### src/rtl/mmio_master_pkg.sv
// mmio_master_pkg: shared op codes, FSM encodings and limits for mmio_bus_master
package mmio_master_pkg;
  typedef enum logic [1:0] {
    OP_READ  = 2'b00,
    OP_WRITE = 2'b01,
    OP_RMW   = 2'b10,
    OP_RSVD  = 2'b11
  } op_t;
  localparam logic [2:0] ST_IDLE    = 3'd0;
  localparam logic [2:0] ST_RD_STB  = 3'd1;
  localparam logic [2:0] ST_RD_WAIT = 3'd2;
  localparam logic [2:0] ST_MODIFY  = 3'd3;
  localparam logic [2:0] ST_WR_STB  = 3'd4;
  localparam logic [2:0] ST_RESP    = 3'd5;
  typedef enum logic [2:0] {
    S_IDLE    = ST_IDLE,
    S_RD_STB  = ST_RD_STB,
    S_RD_WAIT = ST_RD_WAIT,
    S_MODIFY  = ST_MODIFY,
    S_WR_STB  = ST_WR_STB,
    S_RESP    = ST_RESP
  } state_t;
  localparam int RD_LAT_MAX = 7;
endpackage

### src/rtl/mmio_bus_master.sv
// mmio_bus_master: single-command initiator for the cs/read/write MMIO register bus
// Ports: clk, reset (async, active-high); cmd_valid/cmd_ready/cmd_op/cmd_addr/cmd_data/cmd_mask command in;
//   rsp_valid/rsp_ready/rsp_data/rsp_err response out; cs/read/write/reg_addr/wr_data bus out; rd_data bus in.
// Build option: define MMIO_RMW_EN to make op 2'b10 a read-modify-write; otherwise it is rejected as illegal.
module mmio_bus_master
  import mmio_master_pkg::*;
#(
  parameter int ADDR_WIDTH = 5,
  parameter int DATA_WIDTH = 32,
  parameter int RD_LATENCY = 1
) (
  input  logic                  clk,
  input  logic                  reset,
  input  logic                  cmd_valid,
  output logic                  cmd_ready,
  input  logic [1:0]            cmd_op,
  input  logic [ADDR_WIDTH-1:0] cmd_addr,
  input  logic [DATA_WIDTH-1:0] cmd_data,
  input  logic [DATA_WIDTH-1:0] cmd_mask,
  output logic                  rsp_valid,
  input  logic                  rsp_ready,
  output logic [DATA_WIDTH-1:0] rsp_data,
  output logic                  rsp_err,
  output logic                  cs,
  output logic                  read,
  output logic                  write,
  output logic [ADDR_WIDTH-1:0] reg_addr,
  output logic [DATA_WIDTH-1:0] wr_data,
  input  logic [DATA_WIDTH-1:0] rd_data
);
  // counter is loaded with latency-1 in the strobe cycle so it hits 0 in the sample cycle
  localparam logic [2:0] LAT_LOAD = (RD_LATENCY == 0) ? 3'd0 : 3'(RD_LATENCY - 1);
  state_t                r_state;
  logic [2:0]            r_cnt;
  logic                  r_cmd_ready, r_rsp_valid, r_rsp_err, r_cs, r_read, r_write;
  logic [DATA_WIDTH-1:0] r_rsp_data, r_wr_data;
  logic [ADDR_WIDTH-1:0] r_reg_addr;
  logic                  w_legal, w_write, w_sample;
`ifdef MMIO_RMW_EN
  logic                  r_rmw;
  logic [DATA_WIDTH-1:0] r_data, r_mask;
  assign w_legal = op_t'(cmd_op) != OP_RSVD;
`else
  logic                  w_unused_mask;
  assign w_unused_mask = ^cmd_mask;
  assign w_legal = op_t'(cmd_op) inside {OP_READ, OP_WRITE};
`endif
  assign w_write  = op_t'(cmd_op) == OP_WRITE;
  assign w_sample = (r_state == S_RD_STB && RD_LATENCY == 0) || (r_state == S_RD_WAIT && r_cnt == 3'd0);
  assign cmd_ready = r_cmd_ready;
  assign rsp_valid = r_rsp_valid;
  assign rsp_data  = r_rsp_data;
  assign rsp_err   = r_rsp_err;
  assign cs        = r_cs;
  assign read      = r_read;
  assign write     = r_write;
  assign reg_addr  = r_reg_addr;
  assign wr_data   = r_wr_data;
  always_ff @(posedge clk or posedge reset) begin
    if (reset) begin
      r_state     <= S_IDLE;
      r_cnt       <= '0;
      r_cmd_ready <= 1'b1;
      r_rsp_valid <= 1'b0;
      r_rsp_err   <= 1'b0;
      r_rsp_data  <= '0;
      r_cs        <= 1'b0;
      r_read      <= 1'b0;
      r_write     <= 1'b0;
      r_reg_addr  <= '0;
      r_wr_data   <= '0;
`ifdef MMIO_RMW_EN
      r_rmw       <= 1'b0;
      r_data      <= '0;
      r_mask      <= '0;
`endif
    end else begin
      case (r_state)
        S_IDLE: if (cmd_valid) begin
          r_cmd_ready <= 1'b0;
          r_rsp_data  <= '0;
          r_rsp_err   <= !w_legal;
`ifdef MMIO_RMW_EN
          r_rmw       <= op_t'(cmd_op) == OP_RMW;
          r_data      <= cmd_data;
          r_mask      <= cmd_mask;
`endif
          if (!w_legal) begin
            r_rsp_valid <= 1'b1;
            r_state     <= S_RESP;
          end else begin
            r_cs       <= 1'b1;
            r_read     <= !w_write;
            r_write    <= w_write;
            r_reg_addr <= cmd_addr;
            r_wr_data  <= w_write ? cmd_data : r_wr_data;
            r_state    <= w_write ? S_WR_STB : S_RD_STB;
          end
        end
        S_RD_STB, S_RD_WAIT: begin
          r_cs   <= 1'b0;
          r_read <= 1'b0;
          r_cnt  <= w_sample ? 3'd0 : (r_state == S_RD_STB ? LAT_LOAD : r_cnt - 3'd1);
          if (w_sample) begin
            r_rsp_data  <= rd_data;
`ifdef MMIO_RMW_EN
            r_rsp_valid <= !r_rmw;
            r_state     <= r_rmw ? S_MODIFY : S_RESP;
`else
            r_rsp_valid <= 1'b1;
            r_state     <= S_RESP;
`endif
          end else begin
            r_state <= S_RD_WAIT;
          end
        end
`ifdef MMIO_RMW_EN
        // r_rsp_data still holds the pre-modify read value, which is also the response
        S_MODIFY: begin
          r_wr_data <= (r_rsp_data & ~r_mask) | (r_data & r_mask);
          r_cs      <= 1'b1;
          r_write   <= 1'b1;
          r_state   <= S_WR_STB;
        end
`endif
        S_WR_STB: begin
          r_cs        <= 1'b0;
          r_write     <= 1'b0;
          r_rsp_valid <= 1'b1;
          r_state     <= S_RESP;
        end
        S_RESP: if (rsp_ready) begin
          r_rsp_valid <= 1'b0;
          r_cmd_ready <= 1'b1;
          r_state     <= S_IDLE;
        end
        default: r_state <= S_IDLE;
      endcase
    end
  end
endmodule
### config.mk
export PLATFORM = sky130hd
export DESIGN_NAME = mmio_bus_master
export DESIGN_NICKNAME = d
export VERILOG_FILES = /design/src/rtl/mmio_master_pkg.sv /design/src/rtl/mmio_bus_master.sv
export SDC_FILE = /design/constraint.sdc
export NUM_CORES = 1
export LEC_CHECK = 0
export ABC_CLOCK_PERIOD_IN_PS = 7500
export CORE_MARGIN = 2
export CORE_UTILIZATION = 41
export DETAILED_ROUTE_END_ITERATION = 6
export PLACE_DENSITY = 0.95
export SYNTH_ARGS = -nofsm -noshare
export SYNTH_HDL_FRONTEND = slang
export SYNTH_SLANG_ARGS = --single-unit
### constraint.sdc
create_clock -name clk -period 7.5 [get_ports clk]
set_input_delay 1.875 -clock clk [delete_from_list [all_inputs] [get_ports clk]]
set_output_delay 1.875 -clock clk [all_outputs]
set_load 0.005 [all_outputs]
==> reports/results.tsv, run 1 <==
metric	value	unit
vias	2381	
drt_iter0_markers	70	
grtUsageMet3	0.0374	
design_area	4970	um2
crit_required	7710	ps
dp_hpwl	5600	um
worstRegToRegCells	3	
placed_cell_area	4770	um2
wire_per_inst	16.4	um
yosysWarnings	0	
dr.pass1.iters	4	
clock_sinks	81	
io_buffers	149	
power.share.clock	0.175	
slowest_delay	640	ps
postRouteAntennaNets	0	
ys_top_cells_by_count	dfrtp_1, a22o_1, mux2_1	
grt_pass1_vias	2580	
critPathArrivalTime	3960	ps
ios	182	
htree_levels	3	
drc	0	
initial_core_util	0.421	
yosysUniqueCellTypes	37	
cts_tree	built	
cp_slowest_cell	nand3_2	
p_leak	2.12	nW
holdPathStages	2	
synth_cells	228	
final_layout_size_suffix_gt1_frac	0.0873	
worstPathCellList	clkdlybuf4s50_1 -> and2b_1 -> nand3_2 -> mux2_1	
cp-end-kind	flop	
worst_slew_pin_slew	1090	ps
timing.critical_path.fanout_max	33	
rows	32	
p_sw_frac	0.295	
syn-cell-area	3240	um2
track_usage	0.186	
via_per_inst	4.96	
hold_viol_final	0	
setup_viol	0	
avgSynthCellArea	14.2	um2
clk_pin_slew	80	ps
crit_buf_inv	1	
ir_worst_vdd	0.000178	V
synth_top_area_share	0.618	
synth.yosys.seq_area_share	0.626	
grt_max_degree	82	
r2r-end	wr_data[9]$_DFFE_PP0P_	
clock_latency	340	ps
core-area	7690	um2
clk_path_buf_depth	2	
p_sw	0.538	mW
met1_usage	0.233	
nets	482	
yosys-top-cells-area	dfrtp_1, mux2_1, a22o_1	
yosys_register_bits	81	
relSlewSlack	0.274	
min_path_type	reg -> reg	
die_width	92.9	um
fmax	267	MHz
hold_path_end	cmd_ready$_DFFE_PP1P_	
status	finished clean	
diodes	0	
ys_dominant_reg_cell	dfrtp_1	
drt_wl_total	7860	um
top_usage_layer	met2	
post-route-min-period	3750	ps
maxCapViolCount	0	
gp_congestion	0.787	
fin_tns_setup	0	ps
seq_power_share	0.419	
gr-total-overflow	0	
syn_to_final_growth	53.3	%
r2r_slack	5130	ps
cts_setup_buffers	0	
path_delay_family	simple AND/OR/NAND/NOR gates	
clockRootBuffer	clkbuf_8	
synth_async_sr_flop_share	1.00	
synth_edf_count	0	
synth_fp_nets	337	
chipHeight	92.9	um
critPathLaunchType	primary input	
maxSlewViolCount	0	
min_from	cmd_ready$_DFFE_PP1P_	
ctsResizeCount	0	
rsz0062_at_grt	no	
finalClockSkew	13.7	ps
grt_pass1_wl	12600	um
yosysTopAreaCell	dfrtp_1	
globalRouteMet2Util	0.327	
reg2reg_from	r_state[2]$_DFFE_PP0P_	
power.density	367	nW/um2
die_area	8630	um2
holdBufCountCts	0	
yosysMostFrequentCell	dfrtp_1	
antenna_found_initial	0	
fin_crit_sh	0.500	
cts_buffers	9	
path_class	in -> reg	
intPower	1.29	mW
combPwrFrac	0.407	
-- kinds of logic after synthesis --
logic type | share of synthesized area
flip-flops | 0.626
AO/OA/AOI/OAI | 0.132
multiplexers | 0.139
AND/OR/NAND/NOR | 0.0479
buffers and inverters | 0.0452
adder cells (fa/ha/maj) | 0.00772
XOR/XNOR | 0.00270
-- power groups by stage --
stage          registers [mW]  clock network (mW)  logic (mW)
2_1_floorplan           0.743                   0       0.319
3_3_place_gp            0.753                   0       0.728
3_5_place_dp            0.771                   0       0.749
4_1_cts                 0.763               0.324       0.753
5_1_grt                 0.788               0.348       0.800
6_report                0.764               0.318       0.742
-- cell type report --
cell class                      instances  area, um2
Fill cell                             592       2720
Clock inverter                          4       52.6
Multi-Input combinational cell        123       1080
Clock buffer                           12        145
Timing Repair Buffer                  151       1510
Sequential cell                        81       2030
Tap cell                              102        128
Inverter                                7       27.5
-- worst min-delay path: stages (launching register included) --
cell and delay (ps):
dfstp_2 380, inv_1 40, a21oi_1 50
-- worst max-delay path by stage --
| stage | start | endpoint | slack [ps] | cells after the start |
|---|---|---|---|---|
| finish | cmd_valid | wr_data[9]$_DFFE_PP0P_ | 3750 | 4 |
| global placement | cmd_valid | wr_data[14]$_DFFE_PP0P_ | 3450 | 4 |
| floorplan | reset | cs$_DFFE_PP0P_ | 3550 | 1 |
| global route | cmd_valid | wr_data[14]$_DFFE_PP0P_ | 3560 | 4 |
| detailed placement | cmd_valid | wr_data[9]$_DFFE_PP0P_ | 3380 | 4 |
| CTS | cmd_valid | wr_data[9]$_DFFE_PP0P_ | 3740 | 4 |
-- sequential cells by signal (all words and copies together), names as in the netlist --
name and flops:
write 1, r_state 3, read 1, rsp_data 32, rsp_valid 1, cs 1, r_cnt 3, rsp_err 1
cmd_ready 1, reg_addr 5, wr_data 32
-- through the flow --
step	std cells	worst slack (ps)	total power, mW	util	hold WS, ps
2_1_floorplan	228	3550	1.06	-	457
3_3_place_gp	464	3450	1.48	0.620	468
3_5_place_dp	464	3380	1.52	0.620	460
4_1_cts	480	3740	1.84	0.646	473
5_1_grt	480	3560	1.94	0.646	516
6_report	480	3750	1.82	0.646	475
-- cell usage in the layout, fill, tap and decap left out, types with 2 or more instances in the layout --
cell             instances
clkdlybuf4s50_1        149
dfrtp_1                 80
a22o_1                  33
mux2_1                  29
mux2_2                  10
clkbuf_8                10
a21oi_1                  7
nand2_1                  7
o21ai_0                  6
inv_1                    6
nor2_1                   4
nor4b_1                  3
clkinvlp_4               3
or3_1                    2
nand2b_1                 2
ha_1                     2
clkbuf_1                 2
buf_4                    2
-- layer usage --
layer	share of wire	wire length, um
met1	0.41	3190
met3	0.043	342
met4	0.0088	69
met5	0	0
met2	0.54	4260
No activity file was read; power rests on OpenSTA's default activity.
==> run 2, diff against run 1 <==
- ABC_CLOCK_PERIOD_IN_PS: 7500 -> 3700
- CORE_UTILIZATION: 41 -> 38
- PLACE_DENSITY: 0.95 -> 0.9
- clock period: 7.5 -> 3.7 ns (I/O delays scaled with it)
==> run 2 against run 1 <==
Effect of this change:
- global-route usage fell by 1.1 points
- non-clock buffer count did not move
- via count rose by 0.92%
- design area barely moved
- register-to-register slack got worse by 3800 ps
- clock power rose by 86%
- sequential power rose by 100%
- largest cell class unchanged
==> reports/results.tsv, run 2 (synthesized netlist as in run 1, its figures left out) <==
metric	value	unit	change
hold_path_end	cmd_ready$_DFFE_PP1P_		unchanged
via_per_inst	4.98		was 4.96
post-route-min-period	2830	ps	
setup_viol	0		unchanged
relSlewSlack	0.288		was 0.274
die_width	96.3	um	was 92.9 um
layout_commonest_cell	clkdlybuf4s50_1		unchanged
nets	482		unchanged
placed_cell_area	4790	um2	was 4770 um2
rsz0062_at_grt	no		unchanged
fin_util	0.602		was 0.646
drc	0		unchanged
diodes	0		unchanged
track_usage	0.175		was 0.186
fmax	354	MHz	
finalClockSkew	9.71	ps	was 13.7 ps
holdBufCountCts	0		unchanged
critPathArrivalTime	3040	ps	was 3960 ps
globalRouteMet2Util	0.316		was 0.327
met1_usage	0.192		was 0.233
status	finished clean		unchanged
fin_crit_sh	0.764		
clock_sinks	81		unchanged
drt_iter0_markers	109		was 70
top_usage_layer	met2		unchanged
postRouteAntennaNets	0		unchanged
io_buffers	149		unchanged
final_layout_size_suffix_gt1_frac	0.0899		was 0.0873
clk_path_buf_depth	2		unchanged
min_path_type	reg -> reg		unchanged
die_area	9280	um2	was 8630 um2
ios	182		unchanged
initial_core_util	0.392		was 0.421
clk_pin_slew	70	ps	was 80 ps
intPower	2.56	mW	was 1.29 mW
mostFrequentLayoutCells	clkdlybuf4s50_1, dfrtp_1, a22o_1, mux2_1, clkbuf_8		was clkdlybuf4s50_1, dfrtp_1, a22o_1, mux2_1
holdPathStages	2		unchanged
htree_levels	3		unchanged
ir_worst_vdd	0.000332	V	was 0.000178 V
whs	480	ps	was 475 ps
cts_buffers	9		unchanged
p_sw_frac	0.298		was 0.295
combPwrFrac	0.412		was 0.407
clockRootBuffer	clkbuf_8		unchanged
min_from	cmd_ready$_DFFE_PP1P_		unchanged
chipHeight	96.3	um	was 92.9 um
path_class	in -> reg		unchanged
hold_viol_final	0		unchanged
gr-total-overflow	0		unchanged
p_sw	1.08	mW	was 0.538 mW
p_leak	2.12	nW	about the same
place_inst	467		was 464
dp_slack	474	ps	was 3380 ps
power.share.clock	0.162		was 0.175
grt_pass1_wl	12300	um	was 12600 um
timing.critical_path.fanout_max	33		unchanged
drt_wl_total	8030	um	was 7860 um
antenna_found_initial	0		unchanged
slowest_delay	660	ps	was 640 ps
fin_ws	873	ps	was 3750 ps
rows	33		was 32
dp_hpwl	5850	um	was 5600 um
gp_congestion	0.782		was 0.787
wire_per_inst	16.6	um	was 16.4 um
reg2reg_from	r_state[2]$_DFFE_PP0P_		unchanged
syn_to_final_growth	53.4	%	was 53.3%
cts_setup_buffers	0		unchanged
maxSlewViolCount	0		unchanged
cp-end-kind	flop		unchanged
vias	2403		was 2381
r2r_slack	1330	ps	was 5130 ps
worstPathCellList	clkdlybuf4s50_1 -> and2b_1 -> nand3_2 -> mux2_1		unchanged
power.density	732	nW/um2	was 367 nW/um2
cts_tree	built		unchanged
design_area	4970	um2	about the same
worst_slew_pin_slew	1070	ps	was 1090 ps
fin_tns_setup	0	ps	unchanged
core-area	8260	um2	was 7690 um2
ctsResizeCount	0		unchanged
r2r-end	wr_data[17]$_DFFE_PP0P_		was wr_data[9]$_DFFE_PP0P_
critPathLaunchType	primary input		unchanged
crit_required	3920	ps	was 7710 ps
seq_power_share	0.426		was 0.419
dr.pass1.iters	4		unchanged
worstRegToRegCells	3		unchanged
clock_latency	350	ps	was 340 ps
finalPower	3.64	mW	was 1.82 mW
final_cells	483		was 480
cp_slowest_cell	nand3_2		unchanged
grt_max_degree	48		was 82
grtUsageMet3	0.0478		was 0.0374
grt_pass1_vias	2552		was 2580
maxCapViolCount	0		unchanged
[run 2: critical path: cells and delay by family]
family                 cells  cell delay, ps
and+or+nand+nor            2             900
buffers and inverters      1             610
muxes                      1             590
[run 2: power by group through the flow]
stage	combinational (mW)	sequential [mW]	clock (mW)
6_report	1.50	1.55	0.590
5_1_grt	1.63	1.60	0.642
2_1_floorplan	0.646	1.51	0
3_3_place_gp	1.47	1.53	0
3_5_place_dp	1.52	1.56	0
4_1_cts	1.53	1.55	0.611
[run 2: routing by layer]
layer / part of all wire / vias up
li1: - / 1118
met1: 0.39 / 1189
met2: 0.53 / 78
met3: 0.060 / 18
met4: 0.022 / 0
met5: 0 / -
[run 2: layout make-up]
class | count | area (um2)
Inverter | 7 | 27.5
Multi-Input combinational cell | 123 | 1080
Clock inverter | 4 | 27.5
Clock buffer | 12 | 155
Fill cell | 673 | 3290
Sequential cell | 81 | 2030
Tap cell | 105 | 131
Timing Repair Buffer | 151 | 1520
[run 2: worst max path at each step]
stage / endpoint / start / depth (start not counted) / slack, ps
after floorplan: cs$_DFFE_PP0P_ / reset / 1 / 700
after global placement: wr_data[16]$_DFFE_PP0P_ / cmd_valid / 4 / 590
after detailed placement: wr_data[9]$_DFFE_PP0P_ / cmd_valid / 4 / 470
after CTS: wr_data[9]$_DFFE_PP0P_ / cmd_valid / 4 / 860
after global routing: wr_data[24]$_DFFE_PP0P_ / cmd_valid / 4 / 710
final: wr_data[17]$_DFFE_PP0P_ / cmd_valid / 4 / 870
==> run 3, diff against run 2 <==
- ABC_CLOCK_PERIOD_IN_PS: 3700 -> 2600
- CORE_UTILIZATION: 38 -> 35
- PLACE_DENSITY: 0.9 -> 0.87
- clock period: 3.7 -> 2.6 ns (I/O delays scaled with it)
==> run 3 against run 2 <==
Effect of this change:
- worst hold slack improved by 2.2 ps
- cell count rose by 1.9%
- die area rose by 8.2%
- critical path type is now reg -> out
- largest power group unchanged
==> reports/results.tsv, run 3 (synthesized netlist as in run 1, its figures left out) <==
metric	value	unit	change
status	finished clean		unchanged
crit_required	1950	ps	was 3920 ps
via_per_inst	4.92		was 4.98
multiInputGateArea	1080	um2	unchanged
slowest_delay	550	ps	was 660 ps
maxSlewViolCount	0		unchanged
vias	2422		was 2403
nets	485		was 482
final_layout_size_suffix_gt1_frac	0.0971		was 0.0899
track_usage	0.157		was 0.175
cp_slowest_cell	dfstp_2		was nand3_2
timing.critical_path.fanout_max	3		was 33
relSlewSlack	0.570		was 0.288
crit_buf_inv	1		unchanged
reg2reg_from	r_cnt[0]$_DFFE_PP0N_		was r_state[2]$_DFFE_PP0P_
worst_slew_pin_slew	644	ps	was 1070 ps
placed_cell_area	4830	um2	was 4790 um2
wire_per_inst	16.0	um	was 16.6 um
rsz0062_at_grt	no		unchanged
gr-total-overflow	0		unchanged
min_path_type	reg -> reg		unchanged
finalPower	5.26	mW	was 3.64 mW
dp_hpwl	5690	um	was 5850 um
clk_path_buf_depth	2		unchanged
finalClockSkew	13.7	ps	was 9.71 ps
dr.pass1.iters	6		was 4
drt_wl_total	7870	um	was 8030 um
r2r_slack	610	ps	was 1330 ps
fillers	777		was 673
critPathLaunchType	flop		was primary input
r2r-end	rsp_data[13]$_DFFE_PP0P_		was wr_data[17]$_DFFE_PP0P_
fmax	489	MHz	
drc	0		unchanged
worstPathCellList	clkdlybuf4s50_1		was clkdlybuf4s50_1 -> and2b_1 -> nand3_2 -> mux2_1
ctsResizeCount	0		unchanged
diodes	0		unchanged
grt_max_degree	82		was 48
postRouteAntennaNets	0		unchanged
fin_util	0.552		was 0.602
htree_levels	3		unchanged
grt_pass1_wl	12500	um	was 12300 um
die_area	10000	um2	was 9280 um2
grt_pass1_vias	2465		was 2552
core-area	9110	um2	was 8260 um2
die_width	100	um	was 96.3 um
fin_tns_setup	0	ps	unchanged
gp_congestion	0.721		was 0.782
maxCapViolCount	0		unchanged
whs	483	ps	was 480 ps
design_area	5030	um2	was 4970 um2
ir_worst_vdd	0.000469	V	was 0.000332 V
clk_pin_slew	80	ps	was 70 ps
clock_latency	340	ps	was 350 ps
worstRegToRegCells	7		was 3
cts_tree	built		unchanged
fin_crit_sh	0.786		
setup_viol	0		unchanged
clockRootBuffer	clkbuf_8		unchanged
critPathArrivalTime	1390	ps	was 3040 ps
cp-end-kind	output pin		was flop
p_leak	2.14	nW	was 2.12 nW
path_delay_family	flip-flops		was simple AND/OR/NAND/NOR gates
io_buffers	149		unchanged
path_class	reg -> out		was in -> reg
antenna_found_initial	0		unchanged
cp-endpoint	cmd_ready		was wr_data[17]$_DFFE_PP0P_
seq_area	2030	um2	unchanged
chipHeight	100	um	was 96.3 um
crit_cells	1		was 4
holdBufCountCts	0		unchanged
cts_buffers	9		unchanged
hold_viol_final	0		unchanged
power.density	1050	nW/um2	was 732 nW/um2
mostFrequentLayoutCells	clkdlybuf4s50_1, dfrtp_1, a22o_1, mux2_1, mux2_2		was clkdlybuf4s50_1, dfrtp_1, a22o_1, mux2_1, clkbuf_8
ios	182		unchanged
layout_commonest_cell	clkdlybuf4s50_1		unchanged
cts_setup_buffers	0		unchanged
startpoint	cmd_ready$_DFFE_PP1P_		was cmd_valid
rows	35		was 33
post-route-min-period	2040	ps	
drt_iter0_markers	63		was 109
initial_core_util	0.356		was 0.392
clock_sinks	81		unchanged
syn_to_final_growth	55.2	%	was 53.4%
-- run 3: how the worst min path moves through the flow --
stage | startpoint | endpoint | slack [ps] | cells after the start
2_1_floorplan | cmd_ready$_DFFE_PP1P_ | cmd_ready$_DFFE_PP1P_ | 460 | 2
3_5_place_dp | cmd_ready$_DFFE_PP1P_ | cmd_ready$_DFFE_PP1P_ | 470 | 2
6_report | cmd_ready$_DFFE_PP1P_ | cmd_ready$_DFFE_PP1P_ | 480 | 2
4_1_cts | cmd_ready$_DFFE_PP1P_ | cmd_ready$_DFFE_PP1P_ | 480 | 2
5_1_grt | wr_data[19]$_DFFE_PP0P_ | wr_data[19]$_DFFE_PP0P_ | 510 | 1
3_3_place_gp | cmd_ready$_DFFE_PP1P_ | cmd_ready$_DFFE_PP1P_ | 460 | 2
-- run 3: final cells by class --
cell class	instances	share of cell area
clock inverter	6	0.0134
tap	111	0.0276
inverter	7	0.00597
timing repair buffer	154	0.309
sequential	81	0.404
clock buffer	10	0.0254
multi-input combinational	123	0.215
-- run 3: power by group --
part	switching [mW]	leakage, nW	internal [mW]
clock network	0.462	0.0929	0.448
registers	0.387	1.03	1.81
logic	0.711	1.02	1.45
-- run 3: worst min-delay path, delay by kind of cell (launching register included) --
| kind | cells | cell delay, ps |
|---|---|---|
| AO/OA/AOI/OAI | 1 | 50 |
| buffers and inverters | 1 | 50 |
| flip-flops | 1 | 390 |
-- run 3: per-layer routing --
metal  GRT usage  routed length, um
met5           0                  0
met4      0.0537                 87
met3      0.0341                372
met2       0.278               4170
met1       0.190               3240
-- run 3: stage by stage --
| stage | std cells | worst slack (ps) |
|---|---|---|
| floorplan | 228 | 824 |
| global placement | 476 | 307 |
| detailed placement | 476 | 261 |
| CTS | 492 | 526 |
| global route | 492 | 488 |
| finish | 492 | 555 |
